$ cat src/rtl/div_pkg.sv
// Shared widths and FSM state type for the 36/18 sequential divider.
package div_pkg;

  localparam int unsigned DIVIDEND_W = 36;
  localparam int unsigned DIVISOR_W  = 18;
  localparam int unsigned ITER_CNT_W = 6;
  localparam int unsigned REM_W      = DIVISOR_W + 1;
  localparam int unsigned ITER_LAST  = DIVIDEND_W - 1;

  typedef enum logic [1:0] {
    IDLE,
    CALC,
    FIX
  } state_t;

endpackage

$ cat src/rtl/seq_div_step.sv
// One restoring-division iteration: shift in a dividend bit, subtract if it fits.
module seq_div_step
  import div_pkg::*;
(
  input  logic [REM_W-1:0]     rem_in,
  input  logic                 dividend_bit,
  input  logic [DIVISOR_W-1:0] divisor,
  output logic [REM_W-1:0]     rem_out,
  output logic                 q_bit
);

  logic [REM_W:0] shifted;

  always_comb begin
    shifted = {rem_in, dividend_bit};
    q_bit   = (shifted >= {2'b00, divisor});
    rem_out = q_bit ? REM_W'(shifted - {2'b00, divisor}) : REM_W'(shifted);
  end

endmodule

$ cat src/rtl/seq_divider_36x18.sv
// 36-by-18 sequential restoring divider, signed/unsigned, fixed 37-cycle latency.
module seq_divider_36x18
  import div_pkg::*;
#(
  parameter int unsigned SIGNED_EN = 1
) (
  input  logic                  CLK0,
  input  logic                  RST0,
  input  logic                  START,
  input  logic                  SIGNEDD,
  input  logic [DIVIDEND_W-1:0] DIVIDEND,
  input  logic [DIVISOR_W-1:0]  DIVISOR,
  output logic                  BUSY,
  output logic                  DONE,
  output logic [DIVIDEND_W-1:0] QUOTIENT,
  output logic [DIVISOR_W-1:0]  REMAINDER,
  output logic                  DIVZERO
);

  state_t                  state;
  state_t                  state_next;
  logic [ITER_CNT_W-1:0]   cnt;
  logic [REM_W-1:0]        rem;
  logic [DIVIDEND_W-1:0]   quo;
  logic [DIVISOR_W-1:0]    div_mag;
  logic [DIVISOR_W-1:0]    dvd_lo;
  logic                    neg_q;
  logic                    neg_r;
  logic                    dz;
  logic                    signed_mode;
  logic                    dvd_neg;
  logic                    dvs_neg;
  logic [REM_W-1:0]        step_rem;
  logic                    step_q;

  assign signed_mode = (SIGNED_EN != 0) && SIGNEDD;
  assign dvd_neg     = signed_mode & DIVIDEND[DIVIDEND_W-1];
  assign dvs_neg     = signed_mode & DIVISOR[DIVISOR_W-1];
  assign BUSY        = (state != IDLE);

  seq_div_step u_step (
    .rem_in       (rem),
    .dividend_bit (quo[DIVIDEND_W-1]),
    .divisor      (div_mag),
    .rem_out      (step_rem),
    .q_bit        (step_q)
  );

  always_ff @(posedge CLK0) begin
    if (RST0) state <= IDLE;
    else      state <= state_next;
  end

  always_comb begin
    state_next = state;
    case (state)
      IDLE:    if (START) state_next = CALC;
      CALC:    if (cnt == '0) state_next = FIX;
      FIX:     state_next = IDLE;
      default: state_next = IDLE;
    endcase
  end

  // quo doubles as the dividend shift register: magnitude bits leave at the top
  // while quotient bits enter at the bottom.
  always_ff @(posedge CLK0) begin
    if (RST0) begin
      cnt       <= '0;
      rem       <= '0;
      quo       <= '0;
      div_mag   <= '0;
      dvd_lo    <= '0;
      neg_q     <= 1'b0;
      neg_r     <= 1'b0;
      dz        <= 1'b0;
      DONE      <= 1'b0;
      QUOTIENT  <= '0;
      REMAINDER <= '0;
      DIVZERO   <= 1'b0;
    end else begin
      DONE <= 1'b0;
      case (state)
        IDLE: begin
          if (START) begin
            cnt     <= ITER_CNT_W'(ITER_LAST);
            rem     <= '0;
            quo     <= dvd_neg ? -DIVIDEND : DIVIDEND;
            div_mag <= dvs_neg ? -DIVISOR : DIVISOR;
            dvd_lo  <= DIVIDEND[DIVISOR_W-1:0];
            neg_q   <= dvd_neg ^ dvs_neg;
            neg_r   <= dvd_neg;
            dz      <= (DIVISOR == '0);
          end
        end
        CALC: begin
          rem <= step_rem;
          quo <= {quo[DIVIDEND_W-2:0], step_q};
          cnt <= cnt - 1'b1;
        end
        FIX: begin
          DONE    <= 1'b1;
          DIVZERO <= dz;
          if (dz) begin
            QUOTIENT  <= '1;
            REMAINDER <= dvd_lo;
          end else begin
            QUOTIENT  <= neg_q ? -quo : quo;
            REMAINDER <= neg_r ? -rem[DIVISOR_W-1:0] : rem[DIVISOR_W-1:0];
          end
        end
        default: ;
      endcase
    end
  end

endmodule

$ cat config.mk
export PLATFORM = sky130hd
export DESIGN_NAME = seq_divider_36x18
export DESIGN_NICKNAME = d
export VERILOG_FILES = /design/src/rtl/div_pkg.sv /design/src/rtl/seq_div_step.sv /design/src/rtl/seq_divider_36x18.sv
export SDC_FILE = /design/constraint.sdc
export NUM_CORES = 1
export LEC_CHECK = 0
export ABC_CLOCK_PERIOD_IN_PS = 3200
export CAP_MARGIN = 0
export CORE_MARGIN = 2
export CORE_UTILIZATION = 50
export CTS_CLUSTER_DIAMETER = 150
export DETAILED_ROUTE_END_ITERATION = 10
export PLACE_DENSITY_LB_ADDON = 0.05
export SLEW_MARGIN = 30
export SYNTH_ARGS = -nofsm -noshare
export SYNTH_HDL_FRONTEND = slang
export SYNTH_HIERARCHICAL = 1
export SYNTH_SLANG_ARGS = --single-unit
$ cat constraint.sdc
create_clock -name CLK0 -period 3.2 [get_ports CLK0]
set_input_delay 0.64 -clock CLK0 [delete_from_list [all_inputs] [get_ports CLK0]]
set_output_delay 0.64 -clock CLK0 [all_outputs]
set_load 0.03 [all_outputs]
==> impl_metrics.json <==
{
  "grt_pass1_wl_mm": 46.19,
  "start_util": 0.5140,
  "met3_usage": 0.06398,
  "rows": 50,
  "use_met1": 0.4354,
  "antenna_found_initial": 0,
  "p_comb_frac": 0.357,
  "maxCapViolations": 0,
  "swShare": 0.3442,
  "layout.nets": 1398,
  "multi_input_area_um2": 6027,
  "ys_seq_area_frac": 0.3257,
  "maxSlewViolCount": 0,
  "n_antenna_cell": 0,
  "reg2reg_from": "quo[35]",
  "dr.pass1.iters": 5,
  "pre_cts_ws_ns": 0.2020,
  "required_ns": 3.51,
  "synth_ff_type": "dfxtp_1",
  "area_growth_pct": 22.20,
  "internal_power_mw": 4.737,
  "pwr-share-seq": 0.326,
  "syn-num-nets": 1307,
  "cp_max_fo": 20,
  "fmax_ghz": 0.3429,
  "clock_path_buffers": 2,
  "yosysTopAreaCell": "dfxtp_1",
  "io_buffers": 114,
  "hp-class": "flip-flop to flip-flop",
  "status": "completed",
  "period_share": 0.9113,
  "ys_warn_count": 6,
  "crit_path_max_incr_delay_ns": 0.40,
  "yosysUniqueCellTypes": 77,
  "drt-total-wl_mm": 28.62,
  "top_usage_layer": "met1",
  "cpMostUsedCell": "a21oi_1",
  "clock_sinks": 158,
  "syn-cell-area_um2": 9712,
  "power_density_nw_per_um2": 608.7,
  "cts-buffers-inserted": 17,
  "p_leak_nw": 4.535,
  "tightest_slew_ns": 0.7508,
  "drive_gt1_frac": 0.09262,
  "rsz0062_at_grt": "false",
  "clkTransAtPathRegs_ns": 0.06,
  "gp_congestion": 0.8952,
  "first_iter_violations": 729,
  "worstPathCellList": "inv_1 -> ha_1 -> fa_1 -> nand2b_1 -> a21oi_1 -> o21a_1 -> a21oi_1 -> o21a_4 -> mux2_4 -> a22o_1",
  "slew_headroom": 0.4989,
  "boundaryPins": 115,
  "die_h_um": 143.4,
  "wl_per_cell_um": 18.02,
  "grt_start_max_net_pins": 50,
  "tns_ns": 0,
  "n_fill_cell": 1710,
  "drc": 0,
  "reg2reg_slack_ns": 0.28,
  "synth.avg_cell_area_um2": 7.934,
  "postCtsResizedCells": 0,
  "die_area_um2": 20560,
  "cp-startpoint": "quo[35]",
  "end_kind": "flip-flop",
  "dp_hpwl_mm": 21.21,
  "fin_total_pwr_mw": 7.224,
  "rr_worst_depth": 10,
  "vdd_drop_max_v": 0.0003896,
  "synth_async_sr_flop_share": 0,
  "yosys-top-cells-area": "dfxtp_1 33%, a21oi_1 6.4%, nand2_1 4.5%",
  "start_kind": "flip-flop",
  "insertion_delay_ns": 0.43,
  "chipWidth_um": 143.4,
  "hold_buffers": 0,
  "p_sw_mw": 2.487,
  "setup_viol": 0,
  "synth-seq-cells": 158,
  "synth_top_area_frac": 0.3257,
  "gr-usage-met2": 0.3900,
  "hold_viol": 0,
  "vias": 9571,
  "cts_max_level": 4,
  "cts_root_buf": "clkbuf_16",
  "skew_ns": 0.01060,
  "arrival_ns": 3.23,
  "post_cts_buffers": 0,
  "critical_path_depth": 10,
  "min_period_ns": 2.916,
  "viasPerCell": 6.027,
  "grt_pass1_vias": 8742,
  "coreArea_um2": 18890,
  "cts_tree": "yes",
  "synth_edf_count": 0,
  "crit_type": "flip-flop to flip-flop",
  "cpLargestDelayFamily": "compound AO/OA/AOI/OAI gates",
  "crit_buf_inv": 1,
  "clkPwrFrac": 0.317,
  "drt.antenna.violating_nets": 0,
  "ff_latch_area_um2": 3163,
  "critPathSlowestCell": "fa_1",
  "hold_path_startpoint": "REMAINDER[8]",
  "gr-total-overflow": 0,
  "hold_depth": 2,
  "synth_cells": 1224,
  "fin_ws_ns": 0.2837,
  "track_usage": 0.2816
}
synthesized netlist by cell type, drive strengths merged, types with 19 or more instances:
cell type and number:
a31oi 19, nand3 33, inv 45, nor2 71
a22o 19, nor4 22, dfxtp 158, nand2 117
ha 24, nor3 32, xnor2 41, o31ai 25
o41ai 19, a21oi 126, o21ai 71, xor2 50
clkbuf 79, or4 24
power groups by stage:
stage | Sequential [mW] | Clock (mW) | Combinational, mW
3_3_place_gp | 2.39 | 0 | 2.51
6_report | 2.35 | 2.29 | 2.58
4_1_cts | 2.35 | 2.31 | 2.55
2_1_floorplan | 2.36 | 0 | 1.97
3_5_place_dp | 2.39 | 0 | 2.54
5_1_grt | 2.38 | 2.40 | 2.81
flip-flops by register name (all words and copies together), names as in the netlist, 2 cells and up:
register   cells
quo           36
state          2
dvd_lo        18
div_mag       18
REMAINDER     18
QUOTIENT      36
rem           19
cnt            6
per-stage QoR:
stage                 util  area, um2  instances  hold slack, ns
global placement    0.5930      11200       1556          0.4405
CTS                 0.6281      11870       1588          0.4503
finish              0.6281      11870       1588          0.4520
global route        0.6281      11870       1588          0.4722
detailed placement  0.5930      11200       1556          0.4419
floorplan                -       9712       1224          0.4311
cells by family (layout without fill, tap and decap cells):
family | count (synthesis) | count (layout) | synth area share
AOI/OAI and AO/OA | 395 | 395 | 0.2653
xor gates and xnor gates | 91 | 91 | 0.08207
adders and majority gates | 25 | 25 | 0.03298
buffers and inverters | 136 | 240 | 0.05553
DFF | 158 | 158 | 0.3257
muxes | 23 | 23 | 0.03041
and+or+nand+nor | 396 | 396 | 0.2081
final cells by class:
| type | instances | area share |
|---|---|---|
| timing repair buffer | 163 | 0.1280 |
| clock buffer | 20 | 0.03848 |
| multi-input combinational | 930 | 0.5079 |
| clock inverter | 12 | 0.01750 |
| inverter | 45 | 0.01423 |
| tap | 260 | 0.02741 |
| sequential | 158 | 0.2665 |
worst min-delay path, stage by stage, from the launching register on:
cell and delay [ns]:
dfxtp_1 0.31, nand2_1 0.05, a21oi_1 0.05
placed cells by master, fill, tap and decap left out, drive strengths merged, types with 11 or more instances in the layout:
cell / count
dfxtp: 158
a31oi: 19
mux2: 13
xor2: 50
and3: 18
nand2b: 15
nor3: 32
buf: 50
or4: 24
o22ai: 18
nand4: 14
nor2: 71
nor4: 22
a211oi: 15
nand2: 117
ha: 24
nand3: 33
xnor2: 41
o41ai: 19
o31ai: 25
inv: 47
clkdlybuf4s50: 113
a22oi: 14
a21oi: 126
o21ai: 71
or3: 13
a22o: 19
clkbuf: 20
o211ai: 11
routing by layer:
metal / vias to the layer above / wire, um
li1: 4701 / -
met1: 4458 / 14470
met2: 380 / 11380
met3: 32 / 2351
met4: 0 / 421
met5: - / 0
path summary, 6_finish.rpt:
kind | to
setup reg to reg | rem[10]
hold / removal | REMAINDER[8]
setup / recovery | rem[10]
hold reg to reg | REMAINDER[8]
(Power assumes the default switching activity.)
==> patch, RTL diff (same settings) <==
Re-encode `state_t` (3 states) as one-hot, 3 bits wide.
--- a/src/rtl/div_pkg.sv
+++ b/src/rtl/div_pkg.sv
@@ -7,10 +7,10 @@
   localparam int unsigned REM_W      = DIVISOR_W + 1;
   localparam int unsigned ITER_LAST  = DIVIDEND_W - 1;
 
-  typedef enum logic [1:0] {
-    IDLE,
-    CALC,
-    FIX
+  typedef enum logic [2:0] {
+    IDLE = 3'b001,
+    CALC = 3'b010,
+    FIX  = 3'b100
   } state_t;
 
 endpackage
Check against the original RTL: same outputs for any inputs over 10 cycles, from zero or initial values and one cycle with RST0 high; not proved beyond that.
==> patch against the original RTL <==
Critical path depth did not move. Fmax is 3.9% lower. Setup slack worse by 0.12 ns. Synthesized cell count is 0.90% higher. Synthesized area is 0.71% higher. Final area up 0.39%. Sequential cell count up 1. Wire length is 1.2% lower. Critical endpoint is now rem[14]$_SDFFE_PP0P_.
Power is not compared: it rests on default switching activity, and its combinational part moved more than twofold at a synthesized area within 25%.
==> patch: results <==
export IMPL_cp_slowest_stage_delay_ns=0.46
export IMPL_yosysSeqAreaShare=0.325
export IMPL_cts_buffer_depth=2
export IMPL_drt_iter0_drc=637
export IMPL_layout_drive_gt1_share=0.0950
export IMPL_yosysUniqueCellTypes=79
export IMPL_nets=1407
export IMPL_hpwl_um=20900
export IMPL_min_delay_start="dvd_lo[5]$_SDFFE_PP0P_"
export IMPL_syn_avg_cell_area_um2=7.92
export IMPL_status="finished, final reports clean"
export IMPL_viasPerCell=5.97
export IMPL_grt_pass1_vias=8747
export IMPL_synth_commonest_cells="dfxtp_1, a21oi_1, nand2_1, clkbuf_1, o21ai_0"
export IMPL_rrSetupSlack_ns=0.17
export IMPL_crit_reg2reg_capture="rem[14]$_SDFFE_PP0P_"
export IMPL_grt_pass1_wl_um=45900
export IMPL_synth_area_leaders="dfxtp_1, a21oi_1, nand2_1"
export IMPL_p_leak_nw=4.48
export IMPL_die_area_mm2=0.0207
export IMPL_worstMarginPinSlew_ns=0.773
export IMPL_crit_arrival_ns=3.35
export IMPL_fin_skew_ns=0.0103
export IMPL_cp_slowest_cell="dfxtp_1"
export IMPL_rr_worst_depth=10
export IMPL_hold_path_end="dvd_lo[5]$_SDFFE_PP0P_"
export IMPL_dpl_cell_area_mm2=0.0113
export IMPL_syn_nets=1318
export IMPL_grtUsageTotal=0.278
export IMPL_grt_max_degree=93
export IMPL_fin_cells=1602
export IMPL_gp_congestion=0.895
export IMPL_dp_slack_ns=-0.154
export IMPL_post_drt_wl_per_cell_um=17.7
export IMPL_fill_cells=1839
## patch: area by class of cell
cell class | count | area (um^2) | share of cell area
Inverter | 48 | 180 | 0.0151
Sequential cell | 159 | 3180 | 0.267
Multi-Input combinational cell | 928 | 6050 | 0.508
Tap cell | 265 | 332 | 0.0278
Clock buffer | 17 | 425 | 0.0357
Timing Repair Buffer | 170 | 1570 | 0.132
Clock inverter | 15 | 170 | 0.0143
## patch: where the power goes
| part | internal [mW] | switching [mW] | leakage (nW) |
|---|---|---|---|
| combinational | 0.448 | 0.604 | 2.90 |
| sequential | 2.06 | 0.105 | 1.29 |
| clock | 1.17 | 0.874 | 0.288 |
| total | 3.68 | 1.58 | 4.48 |
## patch: worst register-to-register path, delay by kind of cell, from the launching register on
kind	cells	cell delay (ns)
AND/OR/NAND/NOR	1	0.18
AO/OA/AOI/OAI	5	1.23
buffers and inverters	1	0.12
multiplexers	1	0.33
adder cells (fa/ha/maj)	2	0.64
flip-flops	1	0.46
## patch: metrics by stage
| step | setup TNS, ns | hold WS [ns] |
|---|---|---|
| finish | 0 | 0.451 |
| global route | 0 | 0.477 |
| CTS | 0 | 0.453 |
| detailed placement | -0.154 | 0.443 |
| global placement | -0.141 | 0.437 |
| floorplan | 0 | 0.431 |
## patch: logic make-up after synthesis
logic type | share of synthesized area
muxes | 0.0322
DFF | 0.325
and+or+nand+nor | 0.203
adders and majority gates | 0.0327
AOI/OAI and AO/OA | 0.266
xor gates and xnor gates | 0.0806
buffers and inverters | 0.0601
## patch: worst max path at each step
stage	start	endpoint	slack, ns	depth (start not counted)
2_1_floorplan	DIVIDEND[0]	quo[34]$_SDFFE_PP0P_	0.41	8
6_report	quo[35]$_SDFFE_PP0P_	rem[14]$_SDFFE_PP0P_	0.17	10
4_1_cts	quo[35]$_SDFFE_PP0P_	rem[14]$_SDFFE_PP0P_	0.18	10
5_1_grt	quo[35]$_SDFFE_PP0P_	rem[8]$_SDFFE_PP0P_	0.01	10
3_3_place_gp	DIVIDEND[0]	quo[34]$_SDFFE_PP0P_	-0.14	8
3_5_place_dp	DIVIDEND[0]	quo[34]$_SDFFE_PP0P_	-0.15	8
## patch: metal layers
layer / up-vias / GRT usage / share of wire
met5: - / 0 / 0
met3: 49 / 0.0380 / 0.043
met4: 0 / 0.114 / 0.033
met1: 4510 / 0.361 / 0.44
met2: 267 / 0.465 / 0.48
li1: 4733 / - / -
